File: src/rtl/deser_pkg.sv
// Shared types and constants for the 16-bit serial word assembler.
// Slot ordering matches the 16:1 bit-select mux (slot 0 is bit 15).
package deser_pkg;

    localparam int unsigned W     = 16;
    localparam int unsigned SEL_W = 4;

    typedef enum logic [0:0] {
        FILL = 1'b0,
        PEND = 1'b1
    } fill_state_t;

    function automatic logic [SEL_W-1:0] slot_to_bit(input logic [SEL_W-1:0] s);
        return SEL_W'(W - 1) - s;
    endfunction

endpackage

File: src/rtl/demux1_16.sv
// Combinational 4-to-16 one-hot slot decoder, gated by an enable.
// Uses the mux ordering: sel 0 drives bit 15, sel 15 drives bit 0.
module demux1_16
    import deser_pkg::*;
(
    input  logic [SEL_W-1:0] sel,
    input  logic             en,
    output logic [W-1:0]     onehot
);

    always_comb begin
        onehot = '0;
        onehot[slot_to_bit(sel)] = en;
    end

endmodule

File: src/rtl/deser16_demux.sv
// Serial-to-parallel word assembler with a shadow word and a registered output
// word under valid/ready backpressure.
module deser16_demux
    import deser_pkg::*;
(
    input  logic             clk,
    input  logic             rst,
    input  logic             din,
    input  logic             din_valid,
    output logic             din_ready,
    input  logic             flush,
    output logic [SEL_W-1:0] slot,
    output logic [W-1:0]     dout,
    output logic             dout_valid,
    input  logic             dout_ready
);

    fill_state_t      state_q, state_d;
    logic [SEL_W-1:0] slot_q, slot_d;
    logic [W-1:0]     shadow_q, shadow_d;
    logic [W-1:0]     dout_q, dout_d;
    logic             dout_valid_q, dout_valid_d;

    logic             accept;
    logic             write_en;
    logic             complete;
    logic             can_load;
    logic             load;
    logic [W-1:0]     bit_we;
    logic [W-1:0]     shadow_wr;

    // Flush wins over an accept in the same cycle: the presented bit is dropped.
    assign accept   = din_valid & din_ready;
    assign write_en = accept & ~flush;
    assign complete = write_en & (slot_q == SEL_W'(W - 1));
    assign can_load = ~dout_valid_q | dout_ready;
    assign load     = (complete | (state_q == PEND)) & can_load & ~flush;

    demux1_16 u_demux (
        .sel    (slot_q),
        .en     (write_en),
        .onehot (bit_we)
    );

    // Shadow word including the bit being accepted this cycle.
    assign shadow_wr = (shadow_q & ~bit_we) | (bit_we & {W{din}});

    // FSM state register
    always_ff @(posedge clk) begin
        if (rst) begin
            state_q <= FILL;
        end else begin
            state_q <= state_d;
        end
    end

    // FSM next state
    always_comb begin
        state_d = state_q;
        if (flush) begin
            state_d = FILL;
        end else if (load) begin
            state_d = FILL;
        end else if (complete) begin
            state_d = PEND;
        end
    end

    // FSM outputs
    always_comb begin
        din_ready = 1'b0;
        if (!rst && state_q == FILL) begin
            din_ready = 1'b1;
        end
    end

    // Datapath next state
    always_comb begin
        slot_d       = slot_q;
        shadow_d     = shadow_q;
        dout_d       = dout_q;
        dout_valid_d = dout_valid_q;

        if (flush) begin
            slot_d   = '0;
            shadow_d = '0;
        end else if (write_en) begin
            slot_d   = slot_q + SEL_W'(1);
            shadow_d = shadow_wr;
        end

        if (load) begin
            dout_d       = shadow_wr;
            dout_valid_d = 1'b1;
        end else if (dout_valid_q && dout_ready) begin
            dout_valid_d = 1'b0;
        end
    end

    always_ff @(posedge clk) begin
        if (rst) begin
            slot_q       <= '0;
            shadow_q     <= '0;
            dout_q       <= '0;
            dout_valid_q <= 1'b0;
        end else begin
            slot_q       <= slot_d;
            shadow_q     <= shadow_d;
            dout_q       <= dout_d;
            dout_valid_q <= dout_valid_d;
        end
    end

    assign slot       = slot_q;
    assign dout       = dout_q;
    assign dout_valid = dout_valid_q;

endmodule
File: config.mk
export PLATFORM = sky130hd
export DESIGN_NAME = deser16_demux
export DESIGN_NICKNAME = d
export VERILOG_FILES = /design/src/rtl/deser_pkg.sv /design/src/rtl/demux1_16.sv /design/src/rtl/deser16_demux.sv
export SDC_FILE = /design/constraint.sdc
export NUM_CORES = 1
export LEC_CHECK = 0
export ABC_CLOCK_PERIOD_IN_PS = 1990
export CAP_MARGIN = 25
export CORE_ASPECT_RATIO = 0.6
export CORE_UTILIZATION = 30
export CTS_CLUSTER_SIZE = 30
export DETAILED_ROUTE_END_ITERATION = 10
export GPL_TIMING_DRIVEN = 0
export PLACE_DENSITY_LB_ADDON = 0.2
export SETUP_SLACK_MARGIN = 0.5
export SLEW_MARGIN = 5
export SYNTH_ARGS = -nofsm -noshare
export SYNTH_HDL_FRONTEND = slang
export SYNTH_SLANG_ARGS = --single-unit
File: constraint.sdc
create_clock -name clk -period 1.99 [get_ports clk]
set_clock_uncertainty 0.05 [all_clocks]
set_input_delay 0.398 -clock clk [delete_from_list [all_inputs] [get_ports clk]]
set_output_delay 0.398 -clock clk [all_outputs]
set_load 0.02 [all_outputs]
# ---- Word-level counts from Yosys, hierarchy flattened
# Index checks and enable logic that the tools add are counted.
dict set report classes {
  mux 5
  n_reduce_logical 7
  eq_ne 1
  addsub 2
  n_bitwise 15
  n_lt_le_gt_ge 2
}
# op n
set op_table {}
lappend op_table {{16-bit bitwise AND} 3}
lappend op_table {{16-bit inverter} 1}
lappend op_table {{16-bit bitwise OR} 1}
lappend op_table {{1-bit bitwise AND} 5}
lappend op_table {{4-bit by 5-bit < comparator with 1-bit output (second input constant)} 1}
lappend op_table {{4-bit by 1-bit adder with 4-bit output (second input constant)} 1}
lappend op_table {{1-bit demux with 4-bit select} 1}
lappend op_table {{4-bit equality test (second input constant)} 1}
lappend op_table {{4-bit by 1-bit >= comparator with 1-bit output (second input constant)} 1}
lappend op_table {{1-bit 2-to-1 mux} 4}
lappend op_table {{4-bit subtractor (first input constant)} 1}
lappend op_table {{1-bit logical AND} 3}
lappend op_table {{1-bit inverter} 3}
lappend op_table {{3-bit OR reduction} 1}
lappend op_table {{1-bit bitwise OR} 2}
lappend op_table {{2-bit nonzero test} 1}
lappend op_table {{2-bit OR reduction} 1}
lappend op_table {{1-bit logical NOT} 1}
dict set report totals {
  output_inout_bits 22
  ff_bits 38
}

# ---- Depth between registers and ports, before layout
# Gate-level depths: netlist of run 1.
dict set report depth {
  ltp_word 10
  depth_mapped 7
  depth_no_buf 5
}

# ---- Modules after synthesis
# Synthesis of run 1 repeated with hierarchy kept, for this count alone.
dict set report hier_totals {
  hier_cells 236
  hier_area_um2 1904.3
}
# module n_inst area_each_um2 seq_area_each_um2 cells_each
set by_module_without_submodules {}
lappend by_module_without_submodules {deser16_demux 1 1786.7 760.7 213}
lappend by_module_without_submodules {demux1_16 1 117.6 0.0 23}

# ---- Worst setup path after synthesis of run 1
# OpenSTA, ideal clock, no wires.
dict set report synth_timing {
  kind {register -> register}
  startpoint {reg slot_q[0], in the netlist slot[0]}
  endpoint {reg dout_q[14], in the netlist dout[14]}
  arrival_time_ns 1.657
  synth_period_minus_slack_ns 1.793
  setup_time_ns 0.086
  path_slack_ns 0.197
  stages_incl_launch_ff 8
  cell_sequence {dfxtp_1 ha_1 a41o_1 buf_4 and2_1 buf_6 buf_6 a211oi_1}
}
dict set report synth_between {
  elab_chain_cells 9
  word_cells_on_any_way 16
  cone_classes {add/sub: 1; order compare: 2; eq/ne: 1; mux: 2; bitwise: 9; reduce/logical: 1}
}
# element line
set synth_rtl {}
lappend synth_rtl {{from (decl)} deser16_demux.sv:19} ;# logic [SEL_W-1:0] slot_q, slot_d;
lappend synth_rtl {{from (signal assigned)} deser16_demux.sv:107} ;# slot_q <= slot_d;
lappend synth_rtl {{4-bit subtractor} deser_pkg.sv:14} ;# return SEL_W'(W - 1) - s;
lappend synth_rtl {{4-bit by 5-bit < comparator with 1-bit output (implied by the code) or 4-bit by 1-bit >= comparator with 1-bit output (tied branches)} demux1_16.sv:13} ;# onehot[slot_to_bit(sel)] = en;
lappend synth_rtl {{1-bit logical AND (implied by the code)} demux1_16.sv:13}
lappend synth_rtl {{1-bit 2-to-1 mux (implied by the code)} demux1_16.sv:13}
lappend synth_rtl {{1-bit demux with 4-bit select} -}
lappend synth_rtl {{16-bit bitwise AND (no source line)} -}
lappend synth_rtl {{16-bit inverter} deser16_demux.sv:46} ;# assign shadow_wr = (shadow_q & ~bit_we) | (bit_we & {W{din}});
lappend synth_rtl {{16-bit bitwise AND} deser16_demux.sv:46}
lappend synth_rtl {{16-bit bitwise OR} deser16_demux.sv:46}
lappend synth_rtl {{to (signal assigned)} deser16_demux.sv:109} ;# dout_q <= dout_d;
lappend synth_rtl {{to (decl)} deser16_demux.sv:21} ;# logic [W-1:0] dout_q, dout_d;
# Several ways; a longest one is shown, not always the timed one.
# A chain may end at the register's enable or synchronous reset.

# ---- Worst setup path in the final report of run 1
dict set report layout_timing {
  startpoint {reg state_q}
  endpoint {reg dout_q[1], in the netlist dout[1]}
}
dict set report layout_between {
  elab_chain_cells 9
  word_cells_on_any_way 14
  cone_classes {mux: 1; bitwise: 12; reduce/logical: 1}
}
# element line
set layout_rtl {}
lappend layout_rtl {{from (decl)} deser16_demux.sv:18} ;# fill_state_t state_q, state_d;
lappend layout_rtl {{from (signal assigned)} deser16_demux.sv:53} ;# state_q <= state_d;
lappend layout_rtl {{1-bit inverter} deser16_demux.sv:72} ;# if (!rst && state_q == FILL) begin
lappend layout_rtl {{1-bit logical AND} deser16_demux.sv:72}
lappend layout_rtl {{1-bit 2-to-1 mux} deser16_demux.sv:72}
lappend layout_rtl {{1-bit bitwise AND} deser16_demux.sv:33} ;# assign accept = din_valid & din_ready;
lappend layout_rtl {{1-bit bitwise AND} deser16_demux.sv:34} ;# assign write_en = accept & ~flush;
lappend layout_rtl {{1-bit bitwise AND or 16-bit bitwise AND (tied branches)} -}
lappend layout_rtl {{1-bit bitwise OR or 16-bit inverter (tied branches)} {deser16_demux.sv:37, deser16_demux.sv:46}}
lappend layout_rtl {{1-bit bitwise AND or 16-bit bitwise AND (tied branches)} {deser16_demux.sv:37, deser16_demux.sv:46}}
lappend layout_rtl {{1-bit bitwise AND or 16-bit bitwise OR (tied branches)} {deser16_demux.sv:37, deser16_demux.sv:46}}
# Several ways; a longest one is shown, not always the timed one.

==> metrics.md, run 1 <==
| Metric | Value |
|---|---|
| Delay of the slowest cell on the worst path | 360 ps |
| Maximum number of pins on one net before global-route repair | 12 |
| Final instance count without filler cells | 289 |
| Buffers & Inverters on Critical Path | 2 |
| Clock tree from TritonCTS | built |
| Number of standard cells after synthesis | 163 |
| Most frequent cells in the layout | 35 x dfxtp_1, 22 x nor2_1, 20 x buf_4, 20 x dlygate4sd2_1, 15 x a21oi_1 |
| Sequential element share of the synthesized area | 48.4% |
| Setup TNS | 0 ps |
| Leakage power total | 0.00104 uW |
| Kind of cell with the highest combined delay on the critical path | simple AND/OR/NAND/NOR gates |
| Dpl cell area | 1930 um2 |
| Part of the cycle the worst path needs | 84.5% |
| Required time worst endpoint | 2110 ps |
| Total of buffers placed on input and output ports | 27 |
| Outcome | complete, no violations |
| Post-synthesis to final-layout area growth | 62.9% |
| Highest fanout seen on the critical path | 5 |
| Worst Max-Slew Pin Slew | 495 ps |
| Initial DRC count | 53 |
| Placeable core region | 4800 um2 |
| Setup repair after global routing missed its margin | true |
| Post-route antenna net violation count | 0 |
| Post-route design area | 2560 um2 |
| Antenna violations before repair | 0 |
| Vias after detailed routing | 1,457 |
| Yosys warning count | 0 |
| Arrival time worst endpoint | 1800 ps |
| Leading cell type in the layout, fill and taps excluded | dfxtp_1 |
| Number of top-level pins | 28 |
| Max Buffers Root-to-Sink | 2 |
| Worst IR drop on VDD | 0.251 mV |
| Global-route usage over all layers | 17.7% |
| Total wire length after detailed routing | 4.83 mm |
| Max capacitance violation total | 0 |
| Syn avg cell area | 9.65 um2 |
| Layout Nets | 235 |
| Crit start category | register |
| Ant. Diodes | 0 |
| Global-route wire length before repair | 7.11 mm |
| Number of global-route vias before repair | 1,353 |
| Fraction of layout cells with a size suffix above 1 | 43.8% |
| Initial standard-cell utilization of the core | 32.8% |
| Register bit count reported by yosys | 38 |
| Wire length per cell after detailed routing | 16.7 um |
| Hold buffer count at CTS | 0 |
| Summed instance area of the synthesized netlist | 1570 um2 |
| Worst path slowest cell | dfxtp_4 |
| CTS Sinks | 38 |
| Power per standard cell area | 560 nW/um2 |
| Post-DP HPWL | 2.75 mm |
| Final setup violation count | 0 |
| Final period demand of the worst path | 1680 ps |
| Worst min-delay path category | input pin to register |
| DIE AREA | 5550 um2 |
| Final Wtd Congestion | 0.739 |
| Count of different cell masters after synthesis | 25 |
| Horizontal extent of the die | 95.5 um |
| Overflow left after global routing | 0 |
| Path type of the worst setup path | register to register |
| Die height | 58.1 um |
| Placed Cells | 253 |
| Final cell utilization of the core | 53.4% |
| Nets in the synthesized netlist | 173 |
| Row cnt | 19 |
| Category of the worst setup path capture point | register |
| Num CTS Buffers | 5 |
| Final count of hold timing violations | 0 |
| Reg clk slew, reported paths | 70 ps |
| Post-detailed-route via-to-cell ratio | 5.04 |
| Count of TritonRoute iterations in the first routing pass | 4 |
| Worst slew margin | 67.0% |
| H-tree levels | 2 |
| DRC Markers | 0 |
| Buffer cell driving the clock tree root | clkbuf_8 |
| Worst-skew pair later-pin latency | 280 ps |
| Number of max-slew violations in the final report | 0 |
| Cell breakdown of the critical path | nor4b_4 > buf_4 > buf_6 > nand4_1 > mux2i_2 > a211oi_2 |
| Achievable frequency | 0.595 GHz |
==> cell type report <==
cell class	count	area, um2
Fill cell	431	2240
Multi-Input combinational cell	109	966
Sequential cell	38	772
Timing Repair Buffer	55	505
Buffer	14	141
Clock buffer	7	86.3
Tap cell	63	78.8
Inverter	2	7.51
Clock inverter	1	5.00
==> registers in the layout, summed over array words and instances (netlist names) <==
name        count
shadow_q       16
state_q         1
dout           16
slot            4
dout_valid      1
==> synthesized netlist by cell type <==
library cell	instances	area share [%]
ha_1	4	3.2
xor2_1	2	1.1
a41o_1	1	0.64
a211oi_2	1	0.80
inv_1	2	0.48
mux2i_1	16	10
nor2_1	24	5.7
nand3_1	12	3.8
and2_1	1	0.40
nand2b_1	2	0.80
a211oi_1	15	7.2
a21oi_1	17	5.4
dfxtp_1	38	48
nand4_1	5	2.0
xnor2_1	1	0.56
or2_2	1	0.40
nand2_1	1	0.24
o21ai_0	1	0.32
nor4b_4	1	1.5
nor2b_1	4	1.6
buf_1	1	0.24
clkbuf_1	7	1.7
buf_6	3	2.1
buf_4	2	0.95
buf_2	1	0.32
==> where the power goes <==
group	total (uW)	switching, uW	internal, uW	leakage, uW
sequential	760	1.50	758	0.000308
combinational	128	68.4	59.7	0.000687
clock	546	266	280	0.0000482
total	1430	336	1100	0.00104
==> worst paths after layout <==
check,from,to,slack [ps],cells after the start
setup reg to reg,state_q,dout[1],310,6
hold reg to reg,shadow_q[15],shadow_q[15],450,2
setup / recovery,state_q,dout[1],310,6
hold / removal,rst,dout[3],420,3
==> worst min-delay path, stage by stage <==
cell       delay, ps
buf_4            130
clkbuf_16        150
a211oi_2          30
==> cell families (layout without fill, tap and decap cells) <==
kind of cell | Yosys count | in the layout | synth area share [%]
mux | 16 | 16 | 10.2
flops | 38 | 38 | 48.4
fa+ha+maj | 4 | 4 | 3.18
xor+xnor | 3 | 3 | 1.67
compound gates | 35 | 35 | 14.3
simple gates | 51 | 51 | 16.5
buf+inv | 16 | 79 | 5.81
==> repair_timing <==
item,4_1_cts,5_1_grt
buffers inserted,17,7
endpoints found under the setup margin,60,39
gates cloned,3,1
pin swaps,6,12
gates resized for setup,74,59
==> per-stage QoR <==
step	total power, uW	setup WS (ps)	hold WS [ps]
2_1_floorplan	823	243	411
3_3_place_gp	854	-737	426
3_5_place_dp	855	-737	435
4_1_cts	1410	270	454
5_1_grt	1500	231	402
6_report	1430	308	417
==> per-layer routing <==
layer  part of all wire (%)  GRT usage [%]  vias up
met4                   0.99           5.54        0
met5                      0              0        -
met1                     48           25.8      717
li1                       -              -      699
met3                    4.9           4.86        7
met2                     46           25.0       34
No activity file was read; power rests on OpenSTA's default activity.
==> run 2, diff against run 1 <==
ABC_CLOCK_PERIOD_IN_PS = 1560   (was 1990)
clock period = 1.56 ns   (was 1.99 ns; I/O delays follow)
==> run 2 against run 1 <==
Net effect:
- the flow now finishes with violations (negative setup slack)
- non-clock buffer count increased by 4
- first-iteration DRC count down 5.7%
- hold slack better by 31 ps
- critical path type unchanged
- largest cell class unchanged
==> metrics.md, run 2 (synthesis gave the netlist of run 1 again) <==
| Metric | Value |
|---|---|
| Global-route usage over all layers | 18.7% (+1.1 points) |
| Layout Nets | 239 (+1.7%) |
| Layout filler cell count | 389 (-9.7%) |
| Combined flip-flop and latch cell area | 796 um2 (+3.1%) |
| Cell depth of the worst min-delay path | 2 (-1) |
| Final setup violation count | 25 (+25) |
| Outcome | finished with violations |
| Post-route design area | 2910 um2 (+13%) |
| Total wire length after detailed routing | 5.16 mm (+6.7%) |
| Achievable frequency | 0.592 GHz (-0.42%) |
| Number of cell instances on the worst register-to-register path | 5 (-1) |
| Crit. Startpoint | slot[2] |
| Clock tree from TritonCTS | built |
| Category of the worst setup path capture point | register |
| Final period demand of the worst path | 1690 ps (+7.05 ps) |
| Worst-skew pair later-pin latency | 290 ps (about the same) |
| Post-detailed-route via-to-cell ratio | 5.12 (+1.5%) |
| Buffer cell driving the clock tree root | clkbuf_8 |
| Maximum number of pins on one net before global-route repair | 12 (unchanged) |
| Num CTS Buffers | 5 (unchanged) |
| H-tree levels | 2 (unchanged) |
| Initial standard-cell utilization of the core | 32.8% (unchanged) |
| Power per standard cell area | 640 nW/um2 (+14%) |
| Path type of the worst setup path | register to register |
| Overflow left after global routing | 0 (unchanged) |
| Total of buffers placed on input and output ports | 27 (unchanged) |
| Vias after detailed routing | 1,499 (+2.9%) |
| Post-synthesis to final-layout area growth | 84.9% |
| CTS Sinks | 38 (unchanged) |
| Die height | 58.1 um (unchanged) |
| Most frequent cells in the layout | 38 x buf_6, 21 x nor2_1, 19 x dfxtp_2, 16 x a211oi_2, 16 x dfxtp_1 |
| Wire length per cell after detailed routing | 17.6 um (+5.3%) |
| R2r startpoint | slot[2] |
| Failing checks | negative setup slack |
| Max capacitance violation total | 0 (unchanged) |
| Final count of hold timing violations | 0 (unchanged) |
| Fraction of layout cells with a size suffix above 1 | 69.6% (+26 points) |
| Post-DP HPWL | 2.67 mm (-3.1%) |
| Dpl cell area | 1980 um2 (+2.6%) |
| Placeable core region | 4800 um2 (unchanged) |
| Count of TritonRoute iterations in the first routing pass | 4 (unchanged) |
| Part of the cycle the worst path needs | 108% (+24 points) |
| Reg clk slew, reported paths | 80 ps (about the same) |
| Worst Max-Slew Pin Slew | 537 ps (+42.8 ps) |
| Final Wtd Congestion | 0.714 (-3.4%) |
| Arrival time worst endpoint | 1810 ps (about the same) |
| Min-delay src | dout_valid |
| Ant. Diodes | 0 (unchanged) |
| Worst IR drop on VDD | 0.368 mV (+46%) |
| Worst slew margin | 64.0% (-3.0 points) |
| Leading cell type in the layout, fill and taps excluded | buf_6 |
| Least setup slack across all paths after layout | -129 ps (-437 ps) |
| Area taken by multi-input logic gates | 1130 um2 (+17%) |
| Antenna violations before repair | 0 (unchanged) |
| Max Buffers Root-to-Sink | 2 (unchanged) |
| Required time worst endpoint | 1680 ps (-430 ps) |
| Worst min-delay path category | register to register |
| Number of global-route vias before repair | 1,490 (+10%) |
| Crit start category | register |
| DIE AREA | 5550 um2 (unchanged) |
| Global-route wire length before repair | 7.59 mm (+6.7%) |
| Power Total | 1860 uW (+30%) |
| DRC Markers | 0 (unchanged) |
| Leakage power total | 0.00108 uW (+3.4%) |
| Initial DRC count | 50 (-5.7%) |
| Horizontal extent of the die | 95.5 um (unchanged) |
| Post-route antenna net violation count | 0 (unchanged) |
| Number of max-slew violations in the final report | 0 (unchanged) |
| Setup repair after global routing missed its margin | true |
| Number of top-level pins | 28 (unchanged) |
| Row cnt | 19 (unchanged) |
| Highest fanout seen on the critical path | 10 (+5) |
==> run 2: final cells by class <==
| cell class | count | share of cell area [%] |
|---|---|---|
| well taps | 63 | 2.71 |
| clock inverters | 1 | 0.172 |
| inverters | 2 | 0.430 |
| clock buffers | 7 | 2.97 |
| multi-input cells | 109 | 38.9 |
| flip-flops and latches | 38 | 27.4 |
| plain buffers | 14 | 5.51 |
| repair buffers | 59 | 21.9 |
==> run 2: timing repair <==
action                                 in CTS  in global routing
setup endpoints to repair                  60                 60
hold buffers                                0                  0
pin swaps                                  21                 16
gates cloned                                4                  1
endpoints found under the hold margin       0                  0
gates resized for setup                   220                 46
buffers inserted                           23                  4
==> run 2: final timing paths <==
kind	to	slack, ps
hold reg to reg	state_q	450
setup / recovery	dout[15]	-130
hold / removal	state_q	450
setup reg to reg	dout[15]	-130
==> run 2: metrics by stage <==
step / std cells / setup WS (ps) / setup TNS [ps] / utilization, % / hold slack (ps)
finish: 293 / -129 / -1920 / 60.6 / 448
global route: 293 / -213 / -4060 / 60.6 / 460
CTS: 288 / -50.8 / -549 / 55.0 / 431
detailed placement: 253 / -851 / -24100 / 41.3 / 439
global placement: 253 / -814 / -22550 / 41.3 / 423
floorplan: 163 / -101 / -963 / - / 411
==> run 2: per-layer routing <==
| metal | global-route usage [%] | vias up | share of wire (%) |
|---|---|---|---|
| li1 | - | 707 | - |
| met1 | 25.2 | 734 | 44 |
| met3 | 4.59 | 7 | 6.7 |
| met2 | 29.9 | 51 | 48 |
| met4 | 5.54 | 0 | 1.2 |
| met5 | 0 | - | 0 |
==> run 2: power breakdown <==
group          internal, uW  switching (uW)  total [uW]
Clock                   357             338         695
Combinational          92.5             102         195
Sequential              967            3.32         971
==> run 2: critical path: stages (launching register included) <==
cell and delay [ps]:
dfxtp_2 330, clkbuf_4 200, nor2_1 440, nand3_2 180, mux2i_2 270, a211oi_2 100
